## src/rtl/deserializer_rx.sv

```systemverilog
// MSB-first serial-to-parallel receiver framed by an active-low chip select.
// Completed words are held on p_data under a valid/ready handshake, with overrun and frame-error pulses.
module deserializer_rx #(
    parameter int bus_width = 8
) (
    input  logic                 clk,
    input  logic                 rst,
    input  logic                 cs_n,
    input  logic                 enable,
    input  logic                 s_data,
    input  logic                 data_ready,
    output logic [bus_width-1:0] p_data,
    output logic                 data_valid,
    output logic                 overrun,
    output logic                 frame_err
);

    localparam int CNT_W = (bus_width > 1) ? $clog2(bus_width) : 1;
    localparam logic [CNT_W-1:0] LAST = CNT_W'(bus_width - 1);

    typedef enum logic {
        IDLE,
        SHIFT
    } state_t;

    state_t state_q, state_d;

    logic [bus_width-1:0] shift_q, shift_d;
    logic [bus_width-1:0] p_data_q, p_data_d;
    logic [CNT_W-1:0]     count_q, count_d;
    logic                 valid_q, valid_d;
    logic                 overrun_q, overrun_d;
    logic                 frame_err_q, frame_err_d;

    logic                 sample;
    logic                 complete;
    logic [bus_width-1:0] word;

    // NOTE: sequential state uses non-blocking assignments so every register samples pre-edge values.
    always_ff @(posedge clk) begin
        if (rst) begin
            state_q <= IDLE;
        end else begin
            state_q <= state_d;
        end
    end

    always_comb begin
        state_d = state_q;
        case (state_q)
            IDLE:    if (!cs_n) state_d = SHIFT;
            SHIFT:   if (cs_n)  state_d = IDLE;
            default: state_d = IDLE;
        endcase
    end

    // NOTE: every signal written here gets a default first, so no path can infer a latch.
    always_comb begin
        shift_d     = shift_q;
        count_d     = count_q;
        p_data_d    = p_data_q;
        valid_d     = valid_q;
        overrun_d   = 1'b0;
        frame_err_d = 1'b0;

        sample   = enable && !cs_n;
        word     = {shift_q[bus_width-2:0], s_data};
        complete = sample && (count_q == LAST);

        // Chip-select release wins over a coincident strobe: the bit is dropped with the partial word.
        if (cs_n) begin
            frame_err_d = (state_q == SHIFT) && (count_q != '0);
            shift_d     = '0;
            count_d     = '0;
        end else if (sample) begin
            shift_d = word;
            count_d = complete ? '0 : count_q + CNT_W'(1);
        end

        if (complete) begin
            if (!valid_q || data_ready) begin
                p_data_d = word;
                valid_d  = 1'b1;
            end else begin
                overrun_d = 1'b1;
            end
        end else if (valid_q && data_ready) begin
            valid_d = 1'b0;
        end
    end

    always_ff @(posedge clk) begin
        if (rst) begin
            shift_q     <= '0;
            count_q     <= '0;
            p_data_q    <= '0;
            valid_q     <= 1'b0;
            overrun_q   <= 1'b0;
            frame_err_q <= 1'b0;
        end else begin
            shift_q     <= shift_d;
            count_q     <= count_d;
            p_data_q    <= p_data_d;
            valid_q     <= valid_d;
            overrun_q   <= overrun_d;
            frame_err_q <= frame_err_d;
        end
    end

    assign p_data     = p_data_q;
    assign data_valid = valid_q;
    assign overrun    = overrun_q;
    assign frame_err  = frame_err_q;

endmodule

```

## config.mk

```make
export PLATFORM = sky130hd
export DESIGN_NAME = deserializer_rx
export DESIGN_NICKNAME = d
export VERILOG_FILES = /design/src/rtl/deserializer_rx.sv
export SDC_FILE = /design/constraint.sdc
export NUM_CORES = 1
export LEC_CHECK = 0
export BUFFER_PORTS_ARGS = -buffer_cell sky130_fd_sc_hd__buf_2
export CAP_MARGIN = 10
export CORE_MARGIN = 1
export CORE_UTILIZATION = 57
export CTS_CLUSTER_DIAMETER = 60
export DETAILED_ROUTE_END_ITERATION = 8
export GPL_TIMING_DRIVEN = 0
export HOLD_SLACK_MARGIN = 0.1
export PLACE_DENSITY = 0.84
export SLEW_MARGIN = 20
export SYNTH_ARGS = -nofsm -noshare
export SYNTH_HDL_FRONTEND = slang
export SYNTH_SLANG_ARGS = --single-unit
```

## constraint.sdc

```tcl
create_clock -name clk -period 3.2 [get_ports clk]
set_input_delay 0.64 -clock clk [delete_from_list [all_inputs] [get_ports clk]]
set_output_delay 0.64 -clock clk [all_outputs]
set_load 0.01 [all_outputs]
```

# Word level (Yosys, flattened, before mapping)
# Cells that the tools add are included.
totals:
  out_inout_bits: 11
  ff_bits: 22
classes:
  n_bitwise: 2
  eq_ne: 2
  addsub: 1
  n_reduce_logical: 14
  mux: 6
op_table:
  columns: ["operator", "count"]
  rows:
  - ["OR reduction 2 bit", 3]
  - ["2-to-1 mux 1 bit", 5]
  - ["logical AND 1 bit", 4]
  - ["AND reduction 2 bit", 2]
  - ["adder 3 x 1 -> 3 bit (second input constant)", 1]
  - ["== test 3 bit (second input constant)", 1]
  - ["2-to-1 mux 3 bit", 1]
  - ["nonzero test 3 bit", 1]
  - ["zero test 1 bit", 2]
  - ["inequality test 2 x 1 -> 1 bit (second input constant)", 1]
  - ["NOT 1 bit", 2]
  - ["nonzero test 2 bit", 1]
  - ["logical OR 1 bit", 1]

# Depth between registers and ports, before layout
# Gate-level depths: netlist (run 1).
depth:
  depth_word: 5
  ltp_mapped: 6
  mapped_depth_nobuf: 5

# Least setup slack after synthesis (run 1)
# Ideal clock, no wire load.
synth_path:
  path_type: "register to register"
  start: "reg count_q[0]"
  end: "reg p_data_q[0] (netlist: p_data[0])"
  path_buffers: 1
  path_slack_ns: 1.913
  period_less_slack_ns: 1.287
  setup_time_ns: 0.072
  arrival_time_ns: 1.216
  stages_incl_launch_ff: 7
  cell_sequence: "dfxtp_1 -> ha_1 -> ha_1 -> nand3b_4 -> nor2b_4 -> buf_6 -> mux2i_1"
synth_via:
  elab_chain_cells: 3
synth_lines:
  columns: ["element", "line_no", "source"]
  rows:
  - ["from (decl)", "30", "logic [CNT_W-1:0] count_q, count_d;"]
  - ["from (signal assigned)", "102", "count_q <= count_d;"]
  - ["== test 3 bit", "68", "complete = sample && (count_q == LAST);"]
  - ["logical AND 1 bit", "68", null]
  - ["AND reduction 2 bit (no line)", null, null]
  - ["to (signal assigned)", "103", "p_data_q <= p_data_d;"]
  - ["to (decl)", "29", "logic [bus_width-1:0] p_data_q, p_data_d;"]
# Every way passes these cells.
# A chain may end at the register's enable or synchronous reset.

# Worst setup path in the final report (run 1)
layout_path:
  start: "reg valid_q (netlist: data_valid)"
  end: "out data_valid"
layout_rtl:
  columns: ["element", "line_no", "source"]
  rows:
  - ["from (decl)", "31", "logic valid_q, valid_d;"]
  - ["from (signal assigned)", "104", "valid_q <= valid_d;"]
  - ["to (decl)", "13", "output logic data_valid,"]
# No word-level cell between the ends.

==> impl_results.md, run 1 <==
- Syn_nets: 99
- Drc violations: 0
- Asr flop ratio synth: 0
- Area of the mapped netlist: 968 um2
- Status: finished, final reports clean
- # clock sinks: 22
- Clock-pin slew on the worst setup and hold paths: about 0.11 ns
- Synth area leaders: dfxtp_1 45%, mux2i_1 16%, nand2b_1 10%
- Global-route wire length before repair: 2520 um
- Post-synth top area cell: dfxtp_1
- Internal power: roughly 0.00036 W
- Boundary Pins: 17
- Initial antenna violation count: 0
- Worst path arrival time: 0.82 ns
- Via/cell ratio: about 5.1
- Root buf cell: clkbuf_4
- TritonCTS buffer count: 3
- Slowest cell on crit path: dfxtp_1
- Yosys Warn Count: 0
- Number of global-route vias before repair: between 600 and 700
- Post-route clock period utilization: 0.458
- CTS tree: yes
- Switch Pwr: between 0.00009 and 0.0001 W
- Final Max Slew Viols: 0
- Setup fix buffers added after clock tree synthesis: 0
- Worst setup EP type: output port
- Sequential area share after synthesis: 0.455
- Total gr overflow: 0
- Routed wire length: 1420 um
- Count leader, synth: dfxtp_1
- Pin count of the biggest net entering global routing: 13
- Placed insts: 121
- Die area: roughly 1900 um2
- Final Net Count: approximately 120
- GRT Util Overall: 0.178
- Launch point of the worst path: data_valid
- Synthesized netlist cell count: 90
- Worst EP required: 2.56 ns
- Setup TNS: 0 ns
- Cts hold-fix bufs: 0
- GPL Wtd Cong: 0.814
- WP buf/inv: 1
- PortBufs: 15
- Switch share: 0.210
- Maximum vdd ir drop: about 0.00029 V
- HP Start: state_q
- Post-route minimum period: between 1 and 1.5 ns
- Hpwl dp: between 1000 and 1500 um
- Final setup viols: 0
- Actual slew at the worst max-slew pin: about 0.32 ns
- # resized after CTS: 0
- Number of flops mapped to enable cells by yosys: 0
- Die width: roughly 43 um
- FILL cells: approximately 130
- Worst slew margin: 0.787
- Final hold vios: 0
- Yosys reg bits: 22
- CP Max Fanout: 2
- F_max: between 600 and 700 MHz
- DR pass1 iterations: 4
- R2R Path Start: count_q[0]
- Top cell type's share of synthesized area: 0.455
- Core area: 1540 um2
- Maximum capacitance violations: 0
- Leading cell types by count after synthesis: 22 x dfxtp_1, 16 x nand2b_1, 15 x mux2i_1
- Avg Inst Size Synth: ~11 um2
- Ratio of cells with drive above 1 in the final layout: 0.349
- Leakage: roughly 0.47 nW
- Family with the most delay on the worst path: flip-flops
- Top_reg_cell synth: dfxtp_1
- N_diodes: 0
- Initial core utilization: 0.628
- Detail Route Antenna Nets: 0
- RSZ-0062 raised after global routing: no
- Setup CP Type: register to output port
- FP Rows: 14
- PD cells: roughly 410 nW/um2
- Clock buffer depth: 2
- Clk network pwr share: 0.328
- Unique masters post-synth: 21
- Fin cells: approximately 130
- Area delta synth->final: 13.6%
- Clk_lat worst skew: around 0.3 ns
- Register share of total power: 0.608
- Critical Path Source Type: register
- Hold crit path type: register to register
- H-tree levels: 1
- Routed wire per std cell: ~11 um
- CP cell instances: buf_2
- Vias: roughly 630
- Max incr delay on CP: about 0.38 ns
- Clock Skew: roughly 0.0026 ns
- Chip height: 43.2 um
- Combinational share of power: 0.064
- DR iter-0 viols: 4
[placed cells by master (no fill, tap or decap)]
| cell | n |
|---|---|
| a21oi_1 | 3 |
| a21oi_2 | 1 |
| buf_2 | 15 |
| buf_4 | 1 |
| buf_6 | 3 |
| clkbuf_1 | 1 |
| clkbuf_4 | 3 |
| clkbuf_8 | 1 |
| dfxtp_1 | 22 |
| ha_1 | 3 |
| inv_1 | 2 |
| inv_2 | 2 |
| mux2i_1 | 15 |
| nand2_1 | 3 |
| nand2b_1 | 16 |
| nand2b_4 | 1 |
| nand3b_1 | 2 |
| nand3b_4 | 1 |
| nor2_2 | 8 |
| nor2b_1 | 1 |
| nor2b_4 | 1 |
| nor3_1 | 2 |
| nor3b_1 | 1 |
| or2_4 | 1 |
[routing by layer]
| layer | share of wire | track usage | wire length (um) | up-vias |
|---|---|---|---|---|
| li1 | - | - | - | 329 |
| met1 | 0.49 | 0.235 | 697 | 290 |
| met2 | 0.46 | 0.281 | 653 | 13 |
| met3 | 0.033 | 0.0255 | 47 | 2 |
| met4 | 0.013 | 0.0909 | 19 | 0 |
| met5 | 0 | 0 | 0 | - |
[state kept, by name, summed over array words and instances (netlist names)]
register    count
count_q         3
data_valid      1
shift_q         7
p_data          8
frame_err       1
overrun         1
state_q         1
[logic make-up (layout without fill, tap and decap cells)]
kind of cell	count (synthesis)	count (layout)	share of synthesized area
buffers and inverters	9	28	0.0620
AO/OA/AOI/OAI	4	4	0.0245
adder cells (fa/ha/maj)	3	3	0.0388
AND/OR/NAND/NOR	37	37	0.265
flip-flops	22	22	0.455
multiplexers	15	15	0.155
[area by class of cell]
class | count | area [um2] | share of cell area
inverter | 4 | 15.0 | 0.0137
timing repair buffer | 15 | 75.1 | 0.0683
tap | 16 | 20.0 | 0.0182
sequential | 22 | 440 | 0.400
buffer | 5 | 45.0 | 0.0410
multi-input combinational | 59 | 468 | 0.425
clock buffer | 4 | 36.3 | 0.0330
[power by group through the flow]
stage	Combinational, W	Sequential [W]	Clock (W)
finish	0.0000291	0.000277	0.000149
CTS	0.0000293	0.000277	0.000154
global route	0.0000320	0.000278	0.000160
detailed placement	0.0000293	0.000283	0
floorplan	0.0000222	0.000283	0
global placement	0.0000290	0.000283	0
[stage by stage]
step	worst slack (ns)	hold slack (ns)	util	total power (W)	area, um2
detailed placement	1.73	0.424	0.690	0.000313	1060
CTS	1.72	0.443	0.713	0.000460	1100
finish	1.74	0.443	0.713	0.000456	1100
global route	1.61	0.475	0.713	0.000470	1100
global placement	1.76	0.437	0.690	0.000312	1060
floorplan	1.91	0.407	-	0.000305	968
[worst paths after layout]
path	depth (start not counted)	slack, ns	to
setup / recovery	1	1.74	data_valid
hold / removal	2	0.44	frame_err
setup reg to reg	6	1.76	p_data[6]
hold reg to reg	2	0.44	frame_err
[tightest hold or removal path, cell delays in order (launching register included)]
cell	delay (ns)
dfxtp_1	0.32
nand2_1	0.06
nor3_1	0.04
No activity file was read; power rests on OpenSTA's default activity.
==> run 2: changes to the inputs <==
Settings changed: ABC_AREA set to 1, CORE_UTILIZATION 57 to 52, PLACE_DENSITY 0.84 to 0.79.
Clock period 3.2 ns to 1.45 ns, I/O delays scaled along.
==> run 2 against run 1 <==
Net effect:
- via count increased by 19%
- core utilization down 0.079 points
- clock power rose to 3.1 times the previous value
- the flow now finishes with violations (design-rule violations)
- power grew to 2.5 times the previous value
- hold slack lost 0.24 ns
- largest cell class is now registers
- clock skew up 0.0058 ns
- highest routed layer unchanged
==> impl_results.md, run 2 <==
- Worst EP required: 1.71 ns (-0.85 ns)
- Status: complete, but fails checks
- TritonCTS buffer count: 3 (unchanged)
- Ratio of cells with drive above 1 in the final layout: 0.293 (-0.0554)
- Top cell type's share of synthesized area: 0.495 (+0.0403)
- Maximum vdd ir drop: 0.000772 V (+170%)
- Reg-to-Reg End: p_data[3]
- GPL Wtd Cong: 0.842 (+3.4%)
- Sequential area share after synthesis: 0.495 (+0.0403)
- R2R cell count: 7 (+1)
- Top_reg_cell synth: dfxtp_1
- CP endpoint: p_data[3]
- Clock-pin slew on the worst setup and hold paths: 0.12 ns (about the same)
- # clock sinks: 22 (unchanged)
- Setup TNS: 0 ns (unchanged)
- PD cells: 1040 nW/um2 (+150%)
- Slowest cell on crit path: dfxtp_4
- Yosys Warn Count: 0 (unchanged)
- Xor/xnor share of the synthesized area: 0 (unchanged)
- Vias: 756 (+19%)
- Hpwl dp: 1120 um (+3.2%)
- Boundary Pins: 17 (unchanged)
- Place WS: 0.0277 ns (-1.71 ns)
- Post-route clock period utilization: 0.929
- Final Util: 0.713 (-0.000793)
- Number of flops mapped to enable cells by yosys: 0 (unchanged)
- Drc violations: 6 (+6)
- Yosys reg bits: 22 (unchanged)
- Post-synth top area cell: dfxtp_1
- Actual slew at the worst max-slew pin: 0.236 ns (-0.0841 ns)
- Synthesized netlist cell count: 110 (+22%)
- Maximum capacitance violations: 0 (unchanged)
- Asr flop ratio synth: 0 (unchanged)
- Hold crit path type: input pin to register
- Chip height: 43.4 um (+0.32%)
- Post-synthesis compound-gate area fraction: 0.128 (+0.103)
- CP cell instances: ha_4 > ha_4 > buf_6 > nand3b_1 > nor2_4 > nor2_1 > nor2_1
- Launch point of the worst path: count_q[1]
- PortBufs: 16 (+1)
- GRT Util Overall: 0.187 (+0.00883)
- Syn_nets: 119 (+20%)
- Final hold vios: 0 (unchanged)
- Routed wire per std cell: 10.8 um (-4.7%)
- Count leader, synth: dfxtp_1
- Detail Route Antenna Nets: 0 (unchanged)
- N_diodes: 0 (unchanged)
- Initial core utilization: 0.571 (-0.0576)
- Most common cell after layout, fill and taps aside: dfxtp_1
- CP Max Fanout: 8 (+6)
- Number of global-route vias before repair: 660 (+6.1%)
- Global-route wire length before repair: 2700 um (+7.4%)
- Final Net Count: 143 (+20%)
- Max incr delay on CP: 0.39 ns (about the same)
- Final setup viols: 0 (unchanged)
- Synth Area in Adders: 0.0422 (+0.00343)
- Die area: 1880 um2 (+0.65%)
- Final hold slack: 0.200 ns (-0.243 ns)
- Unique masters post-synth: 18 (-14%)
- Worst setup EP type: register
- DR pass1 iterations: 7 (+3)
- Root buf cell: clkbuf_4
- Leakage: 0.498 nW (+5.1%)
- Leading cell types by count after synthesis: 22 x dfxtp_1, 18 x nor2_1, 15 x inv_1
- Setup slack, reg-to-reg: 0.10 ns (-1.66 ns)
- R2R Path Start: count_q[1]
- CTS tree: yes
- Worst path arrival time: 1.61 ns (+0.79 ns)
- Failing checks: design-rule violations
- Max reg flops: 8 (unchanged)
- F_max: approximately 740 MHz
- Die width: 43.4 um (+0.32%)
- Clock buffer depth: 2 (unchanged)
- Pin count of the biggest net entering global routing: 14 (+1)
- Area delta synth->final: 24.9%
- Clock Skew: 0.00835 ns (+0.00580 ns)
- Setup CP Type: register to register
- Routed wire length: 1610 um (+14%)
- Synth area leaders: dfxtp_1 50%, nor2_1 7.6%, a21oi_1 6.8%
- Via/cell ratio: 5.07 (about the same)
- Clk_lat worst skew: 0.31 ns (about the same)
- Initial antenna violation count: 0 (unchanged)
- Cts hold-fix bufs: 0 (unchanged)
- Final Max Slew Viols: 0 (unchanged)
- Worst slew margin: 0.842 (+0.0551)
- Final Worst Setup Slack: 0.103 ns (-1.63 ns)
- Post-route minimum period: 1.35 ns
- Area of the mapped netlist: 890 um2 (-8.1%)
- DR iter-0 viols: 21 (+17)
- Core area: 1560 um2 (+1.1%)
- FP Rows: 14 (unchanged)
- H-tree levels: 1 (unchanged)
- Mux contribution to synthesized area: 0 (-0.155)
- Total gr overflow: 0 (unchanged)
- Commonest non-fill, non-tap cells in the layout: 20 x dfxtp_1, 17 x buf_2, 15 x inv_1
- Avg Inst Size Synth: 8.09 um2 (-25%)
- Critical Path Source Type: register
- Synth Area in Simple Gates: 0.224 (-0.0412)
- Largest family of logic cells by synthesized area: simple AND/OR/NAND/NOR gates
- Total power: 0.00116 W (+150%)
run 2: cell count changes after synthesis, moves of 9 or more:
| cell | previous run | this run |
|---|---|---|
| nand2b_1 | 16 | 0 |
| nor2_1 | 0 | 18 |
| a21oi_1 | 3 | 12 |
| mux2i_1 | 15 | 0 |
| o21ai_0 | 0 | 9 |
| inv_1 | 2 | 15 |
run 2: cells by family (layout without fill, tap and decap cells):
family                   count (synthesis)  in the layout
AO/OA/AOI/OAI                           22             22
flip-flops                              22             22
adder cells (fa/ha/maj)                  3              3
AND/OR/NAND/NOR                         42             42
buffers and inverters                   21             44
run 2: metrics by stage:
step,instances,area (um2)
after floorplan,110,890
after global placement,142,990
after detailed placement,142,990
after CTS,146,1040
after global routing,149,1110
final,149,1110
run 2: how the worst min path moves through the flow:
stage                    start          to  slack (ns)  depth (start not counted)
floorplan                  rst  data_valid        0.36                          1
global placement    shift_q[6]  shift_q[6]        0.44                          2
detailed placement     state_q   frame_err        0.44                          2
CTS                        rst  data_valid        0.20                          2
global route               rst  data_valid        0.19                          2
finish                     rst  data_valid        0.20                          2
run 2: final cells by class:
type	count	area (um2)
Sequential cell	22	448
Fill cell	127	448
Multi-Input combinational cell	67	385
Timing Repair Buffer	19	103
Inverter	17	63.8
Buffer	4	38.8
Clock inverter	1	30.0
Clock buffer	3	22.5
Tap cell	16	20.0
run 2: where the power goes:
part	switching (W)	internal, W
Clock	0.000182	0.000280
Combinational	0.0000444	0.0000260
Sequential	0.00000814	0.000615
Total	0.000234	0.000921
run 2: worst max-delay path: cells and delay by family (launching register included):
kind / cells / cell delay, ns
fa+ha+maj: 2 / 0.26
simple gates: 4 / 0.56
flops: 1 / 0.39
buf+inv: 1 / 0.10
run 2: layer usage:
layer  GRT usage  vias up  routed length, um
li1            -      405                  -
met1       0.263      337                809
met2       0.291       12                730
met3      0.0250        2                 46
met4      0.0750        0                 22
met5           0        -                  0
run 2: timing repair:
item                                    in CTS  in global routing
gates resized for setup                      0                 13
endpoints found under the setup margin       0                  8
setup buffers                                0                  3
